File: src/rtl/fp_pkg.sv
// Shared floating-point definitions: default field widths, quiet-NaN constant,
// unpacked-operand struct and the unpack helper used by the alignment stage.
package fp_pkg;

    localparam int FP_EXP_W = 8;
    localparam int FP_MAN_W = 23;
    localparam int FP_W     = FP_EXP_W + FP_MAN_W + 1;

    localparam logic [FP_W-1:0] FP_QNAN = {1'b0, {FP_EXP_W{1'b1}}, 1'b1, {(FP_MAN_W-1){1'b0}}};

    typedef struct packed {
        logic                sign;
        logic [FP_EXP_W-1:0] eff_exp;
        logic [FP_MAN_W:0]   sig;
    } fp_unp_t;

    // Subnormals use exponent 1 with hidden bit 0 so they align like normals.
    function automatic fp_unp_t fp_unpack(input logic [FP_W-1:0] x);
        fp_unp_t             u;
        logic [FP_EXP_W-1:0] e;
        e         = x[FP_W-2:FP_MAN_W];
        u.sign    = x[FP_W-1];
        u.eff_exp = (e == '0) ? FP_EXP_W'(1) : e;
        u.sig     = {(e != '0), x[FP_MAN_W-1:0]};
        return u;
    endfunction

endpackage

File: src/rtl/barrel_shifter.sv
// Right shift of {data_in,2'b00} by shamt with a sticky OR of every bit shifted out.
// Latency: combinational. Backpressure: none (pure function of its inputs).
// Guard field is as wide as the largest shift, so no shifted-out bit is ever lost.
module barrel_shifter #(
    parameter int WIDTH   = 24,
    parameter int SHIFT_W = 5
) (
    input  logic [WIDTH-1:0]   data_in,
    input  logic [SHIFT_W-1:0] shamt,
    output logic [WIDTH+1:0]   data_out,
    output logic               sticky
);

    localparam int GUARD = (1 << SHIFT_W) - 1;

    logic [WIDTH+1+GUARD:0] ext;

    always_comb begin
        ext      = {data_in, 2'b00, {GUARD{1'b0}}} >> shamt;
        data_out = ext[WIDTH+1+GUARD:GUARD];
        sticky   = |ext[GUARD-1:0];
    end

endmodule

File: src/rtl/fp_align_stage.sv
// FP add/sub operand alignment: pick larger magnitude, right-align the smaller with sticky.
// Latency: 2 cycles (S1 unpack/compare, S2 shift). Backpressure: valid/ready, each stage
// advances when empty or drained; optional NaN/Inf detection under FP_ALIGN_SPECIAL_EN.
module fp_align_stage
    import fp_pkg::*;
#(
    parameter int EXP_W = FP_EXP_W,
    parameter int MAN_W = FP_MAN_W
) (
    input  logic                   clk,
    input  logic                   rst_n,
    input  logic                   in_valid,
    output logic                   in_ready,
    input  logic [EXP_W+MAN_W:0]   op_a,
    input  logic [EXP_W+MAN_W:0]   op_b,
    input  logic                   sub_op,
    output logic                   out_valid,
    input  logic                   out_ready,
    output logic [MAN_W+2:0]       big_mant,
    output logic [MAN_W+2:0]       small_mant,
    output logic                   sticky,
    output logic [EXP_W-1:0]       exp_big,
    output logic                   sign_big,
    output logic                   eff_sub,
    output logic                   special,
    output logic [EXP_W+MAN_W:0]   special_res
);

    localparam int W = EXP_W + MAN_W + 1;
    localparam int M = MAN_W + 3;

    typedef struct packed {
        logic [EXP_W-1:0] exp;
        logic [MAN_W:0]   big_sig;
        logic [MAN_W:0]   small_sig;
        logic [4:0]       shift;
        logic             sign;
        logic             eff_sub;
        logic             special;
        logic [W-1:0]     special_res;
    } s1_t;

    typedef struct packed {
        logic [M-1:0]     big_mant;
        logic [M-1:0]     small_mant;
        logic             sticky;
        logic [EXP_W-1:0] exp;
        logic             sign;
        logic             eff_sub;
        logic             special;
        logic [W-1:0]     special_res;
    } s2_t;

    logic s1_vld_q, s1_vld_d, s2_vld_q, s2_vld_d;
    s1_t  s1_q, s1_d;
    s2_t  s2_q, s2_d;

    logic s2_free, s1_free;

    // The unpacked struct follows the package widths; overriding EXP_W/MAN_W
    // needs a matching fp_pkg.
    fp_unp_t          ua, ub, ubig;
    logic             a_big;
    logic [EXP_W-1:0] small_exp, diff;
    logic [MAN_W:0]   small_sig;
    logic             eff_sub_c;

    logic [M-1:0]     sh_mant;
    logic             sh_sticky;

    assign s2_free  = !s2_vld_q || out_ready;
    assign s1_free  = !s1_vld_q || s2_free;
    assign in_ready = s1_free;

    always_comb begin
        ua        = fp_unpack(op_a);
        ub        = fp_unpack(op_b);
        a_big     = (op_a[W-2:0] >= op_b[W-2:0]);
        ubig      = a_big ? ua : ub;
        small_exp = a_big ? ub.eff_exp : ua.eff_exp;
        small_sig = a_big ? ub.sig : ua.sig;
        diff      = ubig.eff_exp - small_exp;
        eff_sub_c = op_a[W-1] ^ op_b[W-1] ^ sub_op;

        s1_vld_d = s1_free ? in_valid : s1_vld_q;
        s1_d     = s1_q;
        if (s1_free && in_valid) begin
            s1_d.exp         = ubig.eff_exp;
            s1_d.big_sig     = ubig.sig;
            s1_d.small_sig   = small_sig;
            s1_d.shift       = (diff > EXP_W'(31)) ? 5'd31 : diff[4:0];
            s1_d.sign        = ubig.sign ^ (!a_big && sub_op);
            s1_d.eff_sub     = eff_sub_c;
            s1_d.special     = 1'b0;
            s1_d.special_res = '0;
`ifdef FP_ALIGN_SPECIAL_EN
            if ((&op_a[W-2:MAN_W] && |op_a[MAN_W-1:0]) ||
                (&op_b[W-2:MAN_W] && |op_b[MAN_W-1:0]) ||
                (&op_a[W-2:MAN_W] && &op_b[W-2:MAN_W] && eff_sub_c)) begin
                s1_d.special     = 1'b1;
                s1_d.special_res = FP_QNAN;
            end else if (&op_a[W-2:MAN_W]) begin
                s1_d.special     = 1'b1;
                s1_d.special_res = {op_a[W-1], {EXP_W{1'b1}}, {MAN_W{1'b0}}};
            end else if (&op_b[W-2:MAN_W]) begin
                s1_d.special     = 1'b1;
                s1_d.special_res = {op_b[W-1] ^ sub_op, {EXP_W{1'b1}}, {MAN_W{1'b0}}};
            end
`endif
        end
    end

    barrel_shifter #(
        .WIDTH  (MAN_W + 1),
        .SHIFT_W(5)
    ) u_shift (
        .data_in (s1_q.small_sig),
        .shamt   (s1_q.shift),
        .data_out(sh_mant),
        .sticky  (sh_sticky)
    );

    always_comb begin
        s2_vld_d = s2_free ? s1_vld_q : s2_vld_q;
        s2_d     = s2_q;
        if (s2_free && s1_vld_q) begin
            s2_d.big_mant    = {s1_q.big_sig, 2'b00};
            s2_d.small_mant  = sh_mant;
            s2_d.sticky      = sh_sticky;
            s2_d.exp         = s1_q.exp;
            s2_d.sign        = s1_q.sign;
            s2_d.eff_sub     = s1_q.eff_sub;
            s2_d.special     = s1_q.special;
            s2_d.special_res = s1_q.special_res;
        end
    end

    always_ff @(posedge clk or negedge rst_n) begin
        if (!rst_n) begin
            s1_vld_q <= 1'b0;
            s2_vld_q <= 1'b0;
            s1_q     <= '0;
            s2_q     <= '0;
        end else begin
            s1_vld_q <= s1_vld_d;
            s2_vld_q <= s2_vld_d;
            s1_q     <= s1_d;
            s2_q     <= s2_d;
        end
    end

    assign out_valid   = s2_vld_q;
    assign big_mant    = s2_q.big_mant;
    assign small_mant  = s2_q.small_mant;
    assign sticky      = s2_q.sticky;
    assign exp_big     = s2_q.exp;
    assign sign_big    = s2_q.sign;
    assign eff_sub     = s2_q.eff_sub;
    assign special     = s2_q.special;
    assign special_res = s2_q.special_res;

endmodule

File: config.mk
export PLATFORM = sky130hd
export DESIGN_NAME = fp_align_stage
export DESIGN_NICKNAME = d
export VERILOG_FILES = /design/src/rtl/fp_pkg.sv /design/src/rtl/barrel_shifter.sv /design/src/rtl/fp_align_stage.sv
export SDC_FILE = /design/constraint.sdc
export NUM_CORES = 1
export LEC_CHECK = 0
export CORE_ASPECT_RATIO = 0.5
export CORE_UTILIZATION = 52
export DETAILED_ROUTE_END_ITERATION = 6
export PLACE_DENSITY = 0.82
export SYNTH_ARGS = -nofsm -noshare
export SYNTH_HDL_FRONTEND = slang
export SYNTH_SLANG_ARGS = --single-unit
export TNS_END_PERCENT = 1
File: constraint.sdc
create_clock -name clk -period 2.8 [get_ports clk]
set_input_delay 0.84 -clock clk [delete_from_list [all_inputs] [get_ports clk]]
set_output_delay 0.84 -clock clk [all_outputs]
set_load 0.01 [all_outputs]
==> results.cfg, run 1 <==
[power_and_ir_drop]
clkPwrFrac_pct = 28.2
comb_power_share_pct = 40.2
peakVddDrop_uv = 536
switching_share_pct = 35.6
power_frac_seq_pct = 31.7
power_density_mw_per_mm2 = 671
p_leak_nw = 5.21
intPower_mw = 5.02
p_switching_mw = 2.77

[routing]
num_vias = 7972
wl_per_cell_um = 19.2
drt-initial-drc-count = 806
ant_nets = 0
first_pass_iters = 7
route.detailed.drc = 0
viasPerCell = 5.96
wl_um = 25600

[placement]
portBuffers = 131
gp_congestion = 0.891
dpl.hpwl_um = 16900
place_area_mm2 = 0.0106

[die]
die-area_mm2 = 0.0159
rows = 31
core_area_mm2 = 0.0147
io_pins = 167
fp.dieH_um = 89.7
initial_core_util_pct = 54.2
die_x_um = 177

[sta]
max_freq_mhz = 240
setup_tns_ns = -13.69
rsz0062_at_grt = yes
setup_violations = 51
finalHoldViolations = 0
worstMarginPinSlew_ns = 0.711
slew_headroom_pct = 52.6
skew_ns = 0.0109
drv_slew = 0
fin_crit_sh_pct = 149
timing.final.crit_period_ns = 4.16
finalHoldWorstSlack_ns = 0.275
fin_ws_ns = -1.36

[worst_setup_path]
path_class = in -> reg
cp.arrival_ns = 4.44
slowest_delay_ns = 0.39
critPathLaunchType = input pin
cp_common_cell = ha_4
r2r_cells = 9
slowest_stage = mux2i_2
r2r-start = s1_q[35]$_DFFE_PN0P_
cp_max_fo = 4
critical_path.cell_chain = clkdlybuf4s15_1 -> ha_4 -> nand3_4 -> nor4_4 -> a2111oi_4 -> a21boi_4 -> nor2_4 -> buf_6 -> nor3_4 -> a21oi_4 -> ha_4 -> fa_2 -> o211ai_1 -> o32ai_2 -> a31oi_2 -> mux2i_2 -> a32oi_1
timing.rr.end = sticky$_DFFE_PN0P_
cp.required_ns = 3.08
rrSetupSlack_ns = 0.17
setup.worst_path.end_class = register

[yosys]
ys_warn_count = 0
synth_cells = 872
synth.top_cells.by_count = nand2_1 (141), dfrtp_1 (126), nor2_1 (78)
synth_cell_type_count = 61
synthTopCellsByArea = dfrtp_1 (39%), nand2_1 (6.6%), ha_1 (5.9%), mux2_2 (5.8%), mux4_2 (5.4%)
yosysMostFrequentCell = nand2_1
synth-edff-count = 0
synth-main-ff-cell = dfrtp_1
yosys.area.top_type = dfrtp_1
synth_top_area_share_pct = 39.4
synth-async-reset-ratio_pct = 100
ys_seq_area_share_pct = 39.4
syn-mean-instance-area_um2 = 9.17
syn_area_mm2 = 0.00800
ys_ff_latch = 126

[global_routing]
grt_pass1_wl_um = 36500
busiest_layer = met2
grt_use_total_pct = 30.2
met1_usage_pct = 39.8
grt_pass1_vias = 7153
grt_util_met3_pct = 5.60
grt-ovfl-total = 0
grt_start_max_net_pins = 73
grt_antenna_before_repair = 0
use_met2_pct = 51.3

[run_status]
outcome = finished, violations left
violations = setup timing

[clock_tree]
ctsHoldBuffers = 0
cts_root_buf = clkbuf_16
clk_pin_slew_ns = 0.06
cts_buffer_depth = 2
cts_buffers = 17
cts.sinks = 126
cts_max_level = 4
cts_tree = built
clock_latency_ns = 0.44

[flow_run]
drv_cap = 0

[final_layout]
drive_above_1_share_pct = 36.4
syn_to_final_growth_pct = 45.3
fin_area_mm2 = 0.0116
layout.nets = 1234

[min_path]
hold_class = in -> async
-- critical path: cells and delay by family --
kind | cells | cell delay, ns
AO/OA/AOI/OAI | 7 | 1.24
adder cells (fa/ha/maj) | 3 | 0.88
AND/OR/NAND/NOR | 4 | 0.70
multiplexers | 1 | 0.39
buffers and inverters | 2 | 0.38
-- cells by family after synthesis --
kind of cell,count (synthesis),synth area share (%)
AND/OR/NAND/NOR,278,15.3
AO/OA/AOI/OAI,209,15.5
flip-flops,126,39.4
buffers and inverters,125,8.17
multiplexers,88,14.8
adder cells (fa/ha/maj),39,6.20
XOR/XNOR,6,0.657
other,1,0.0469
-- area by class of cell --
| cell class | instances | area (um2) |
|---|---|---|
| Inverter | 40 | 165 |
| Clock buffer | 19 | 443 |
| Sequential cell | 126 | 3150 |
| Multi-Input combinational cell | 655 | 5000 |
| Tap cell | 198 | 248 |
| Timing Repair Buffer | 286 | 2480 |
| Clock inverter | 13 | 130 |
| Fill cell | 917 | 3120 |
| Antenna cell | 1 | 2.50 |
-- cells in the final DEF, fill, tap and decap left out, drive strengths merged, types with 5 or more instances in the layout --
cell type	synthesis	layout
conb	1	35
clkdlybuf4s50	0	67
nand4	11	11
nand2b	6	6
clkdlybuf4s15	0	5
a22o	7	7
inv	39	45
a21o	6	6
o21ai	86	86
dfrtp	126	126
clkbuf	30	54
a21oi	54	54
ha	38	38
dlymetal6s2s	0	7
mux2	46	46
nand2	141	141
nand3	5	5
buf	55	171
a31oi	27	27
nor2	78	78
nor4	5	5
mux4	19	19
mux2i	23	23
nor3	5	5
-- per-stage QoR --
stage | power [mW] | std cells | util, % | setup WS [ns]
floorplan | 4.11 | 906 | - | -1.28
global placement | 5.27 | 1277 | 71.7 | -1.95
detailed placement | 5.34 | 1277 | 71.7 | -2.12
CTS | 7.57 | 1316 | 77.0 | -1.42
global route | 8.15 | 1337 | 78.8 | -1.46
finish | 7.80 | 1338 | 78.8 | -1.36
-- routing by layer --
layer | vias to the layer above | share of wire [%]
met4 | 0 | 3.0
met5 | - | 0
met1 | 3930 | 42
met3 | 82 | 7.4
li1 | 3529 | -
met2 | 431 | 47
-- sequential cells by signal, indices dropped and copies added (netlist names) --
name	cells
sign_big	1
eff_sub	1
big_mant	24
small_mant	26
exp_big	8
sticky	1
out_valid	1
s1_q	63
s1_vld_q	1
-- worst max-delay path by stage --
| stage | from | endpoint | slack (ns) | depth (start not counted) |
|---|---|---|---|---|
| 2_1_floorplan | op_b[29] | s1_q[37]$_DFFE_PN0P_ | -1.28 | 19 |
| 3_3_place_gp | op_b[3] | s1_q[38]$_DFFE_PN0P_ | -1.95 | 18 |
| 3_5_place_dp | op_b[10] | s1_q[37]$_DFFE_PN0P_ | -2.12 | 18 |
| 4_1_cts | op_a[21] | s1_q[38]$_DFFE_PN0P_ | -1.42 | 16 |
| 5_1_grt | op_b[9] | s1_q[38]$_DFFE_PN0P_ | -1.46 | 18 |
| 6_report | op_a[1] | s1_q[38]$_DFFE_PN0P_ | -1.36 | 17 |
-- power by group through the flow --
stage	sequential (mW)	combinational (mW)	clock, mW
6_report	2.47	3.13	2.20
5_1_grt	2.50	3.35	2.29
2_1_floorplan	2.47	1.64	0
3_3_place_gp	2.46	2.81	0
3_5_place_dp	2.48	2.86	0
4_1_cts	2.45	2.92	2.20
-- timing repair --
action,in CTS,in global routing
setup endpoints to repair,63,62
endpoints found under the hold margin,0,0
setup buffers,7,22
pin swaps,26,50
resized for setup,107,189
No activity file was read; power rests on OpenSTA's default activity.
==> run 2: changes to the inputs <==
clock period = 4.4 ns   (was 2.8 ns; I/O delays follow)
==> run 2 against run 1 <==
Effect of this change:
- the run still ends with setup timing left
- die area unchanged
- setup slack improved by 1.1 ns
- sequential power decreased by 34%
- count of clock-buffer cells in the layout unchanged
- critical endpoint is now s1_q[37]$_DFFE_PN0P_
- global-route usage increased by 2.5 points
- total power decreased by 35%
- critical path depth increased by 5
- combinational power decreased by 40%
==> results.cfg, run 2 (synthesis results as in run 1) <==
[run_status]
outcome = finished, violations left
violations = setup timing

[min_path]
holdCritStartpoint = s1_q[71]$_DFFE_PN0P_
hold_path_end = s1_q[71]$_DFFE_PN0P_
whs_path_depth = 2
hold_class = reg -> reg

[worst_setup_path]
rrSetupSlack_ns = 0.87
cp_max_fo = 6
path_class = in -> reg
r2r-start = s1_q[35]$_DFFE_PN0P_
critPathLaunchType = input pin
setup.worst_path.end_class = register
slowest_stage = a221oi_2
critical_path.cell_chain = buf_2 -> inv_2 -> ha_4 -> o21ai_0 -> nor2_1 -> a2111oi_4 -> a21boi_4 -> buf_6 -> nor2_4 -> nor2_1 -> a21o_1 -> inv_1 -> ha_1 -> nor2b_4 -> nor3_2 -> nor3_2 -> nand3_1 -> o221ai_2 -> nand4bb_1 -> a221oi_2 -> buf_4 -> a32oi_1
cp.required_ns = 4.66
r2r_cells = 9
slowest_delay_ns = 0.36
cp.arrival_ns = 4.89
timing.rr.end = sticky$_DFFE_PN0P_

[sta]
rsz0062_at_grt = yes
slew_headroom_pct = 18.3
drv_slew = 0
max_freq_mhz = 216
finalHoldViolations = 0
setup_violations = 5
fin_ws_ns = -0.231
fin_crit_sh_pct = 105
worstMarginPinSlew_ns = 1.23
timing.final.crit_period_ns = 4.63
setup_tns_ns = -0.953
skew_ns = 0.0139

[clock_tree]
cts_buffer_depth = 2
cts_max_level = 4
cts_root_buf = clkbuf_16
clk_pin_slew_ns = 0.06
cts.sinks = 126
cts_buffers = 17
clock_latency_ns = 0.43
cts_tree = built
ctsHoldBuffers = 0

[power_and_ir_drop]
peakVddDrop_uv = 280
power_mw = 5.10
p_leak_nw = 5.15
power_density_mw_per_mm2 = 441

[routing]
wl_um = 25600
ant_nets = 0
viasPerCell = 5.87
route.detailed.drc = 0
wl_per_cell_um = 19.2
num_vias = 7802
first_pass_iters = 5
drt-initial-drc-count = 683

[global_routing]
grt_antenna_before_repair = 0
grt-ovfl-total = 0
grt_pass1_vias = 7636
grt_pass1_wl_um = 39600
grt_start_max_net_pins = 84
grt_use_total_pct = 32.7

[final_layout]
layout.nets = 1227
largest_reg_flops = 63
layout_common_cells = buf_4 (144), nand2_1 (137), dfrtp_1 (126), nor2_1 (73), clkdlybuf4s50_1 (68)
syn_to_final_growth_pct = 44.6
largest_register = s1_q
n_fill_cell = 919
seqCellArea_mm2 = 0.00315
final_common_cell = buf_4
drive_above_1_share_pct = 36.9
multi_input_area_mm2 = 0.00501
n_antenna_cell = 0

[flow_run]
drv_cap = 0

[placement]
dpl.hpwl_um = 16500
gp_congestion = 0.923
portBuffers = 131

[die]
fp.dieH_um = 89.7
io_pins = 167
initial_core_util_pct = 54.2
core_area_mm2 = 0.0147
die_x_um = 177
die-area_mm2 = 0.0159
rows = 31
## run 2: final cells by class
type / count / share of cell area (%)
multi-input cells: 655 / 43.3
flip-flops and latches: 126 / 27.3
repair buffers: 279 / 20.1
clock buffers: 19 / 3.92
well taps: 198 / 2.14
clock inverters: 12 / 1.81
inverters: 40 / 1.41
## run 2: metrics by stage
stage	area (um2)	instances	worst slack (ns)	util (%)	hold slack, ns
2_1_floorplan	8460	906	-0.158	-	0.442
3_3_place_gp	10300	1256	-0.818	70.1	0.456
3_5_place_dp	10300	1256	-0.970	70.1	0.468
4_1_cts	11500	1324	-0.0120	78.0	0.483
5_1_grt	11600	1329	-0.393	78.4	0.504
6_report	11600	1329	-0.231	78.4	0.480
## run 2: worst max path at each step
stage	cells past startpoint	from	endpoint	slack [ns]
after global routing	22	op_b[13]	s1_q[37]$_DFFE_PN0P_	-0.39
after global placement	22	op_b[3]	s1_q[37]$_DFFE_PN0P_	-0.82
after detailed placement	18	op_b[10]	s1_q[37]$_DFFE_PN0P_	-0.97
after CTS	18	op_b[30]	s1_q[37]$_DFFE_PN0P_	-0.01
after floorplan	19	op_b[29]	s1_q[37]$_DFFE_PN0P_	-0.16
final	22	op_b[13]	s1_q[37]$_DFFE_PN0P_	-0.23
## run 2: what timing repair did
action                                  CTS  global route
endpoints found under the hold margin     0             0
pin swaps                                55            19
setup buffers                            39             5
resized for setup                       310            20
endpoints found under the setup margin    5             5
cloned                                    0             0
## run 2: where the power goes
| part | leakage, nW | switching, mW | internal, mW | total (mW) |
|---|---|---|---|---|
| clock | 0.316 | 0.571 | 1.04 | 1.61 |
| sequential | 1.55 | 0.241 | 1.38 | 1.62 |
| combinational | 3.29 | 0.922 | 0.947 | 1.87 |
| total | 5.15 | 1.73 | 3.37 | 5.10 |
## run 2: routing by layer
metal	track usage [%]	share of wire [%]	vias up
met5	0	0	-
met4	11.7	2.1	0
li1	-	-	3515
met1	41.8	42	3841
met3	6.78	7.7	57
met2	56.1	48	389
## run 2: critical path: cells and delay by family
kind                       cells  cell delay, ns
buffers and inverters          5            0.58
and+or+nand+nor                8            1.06
adders and majority gates      2            0.42
AOI/OAI and AO/OA              7            1.48
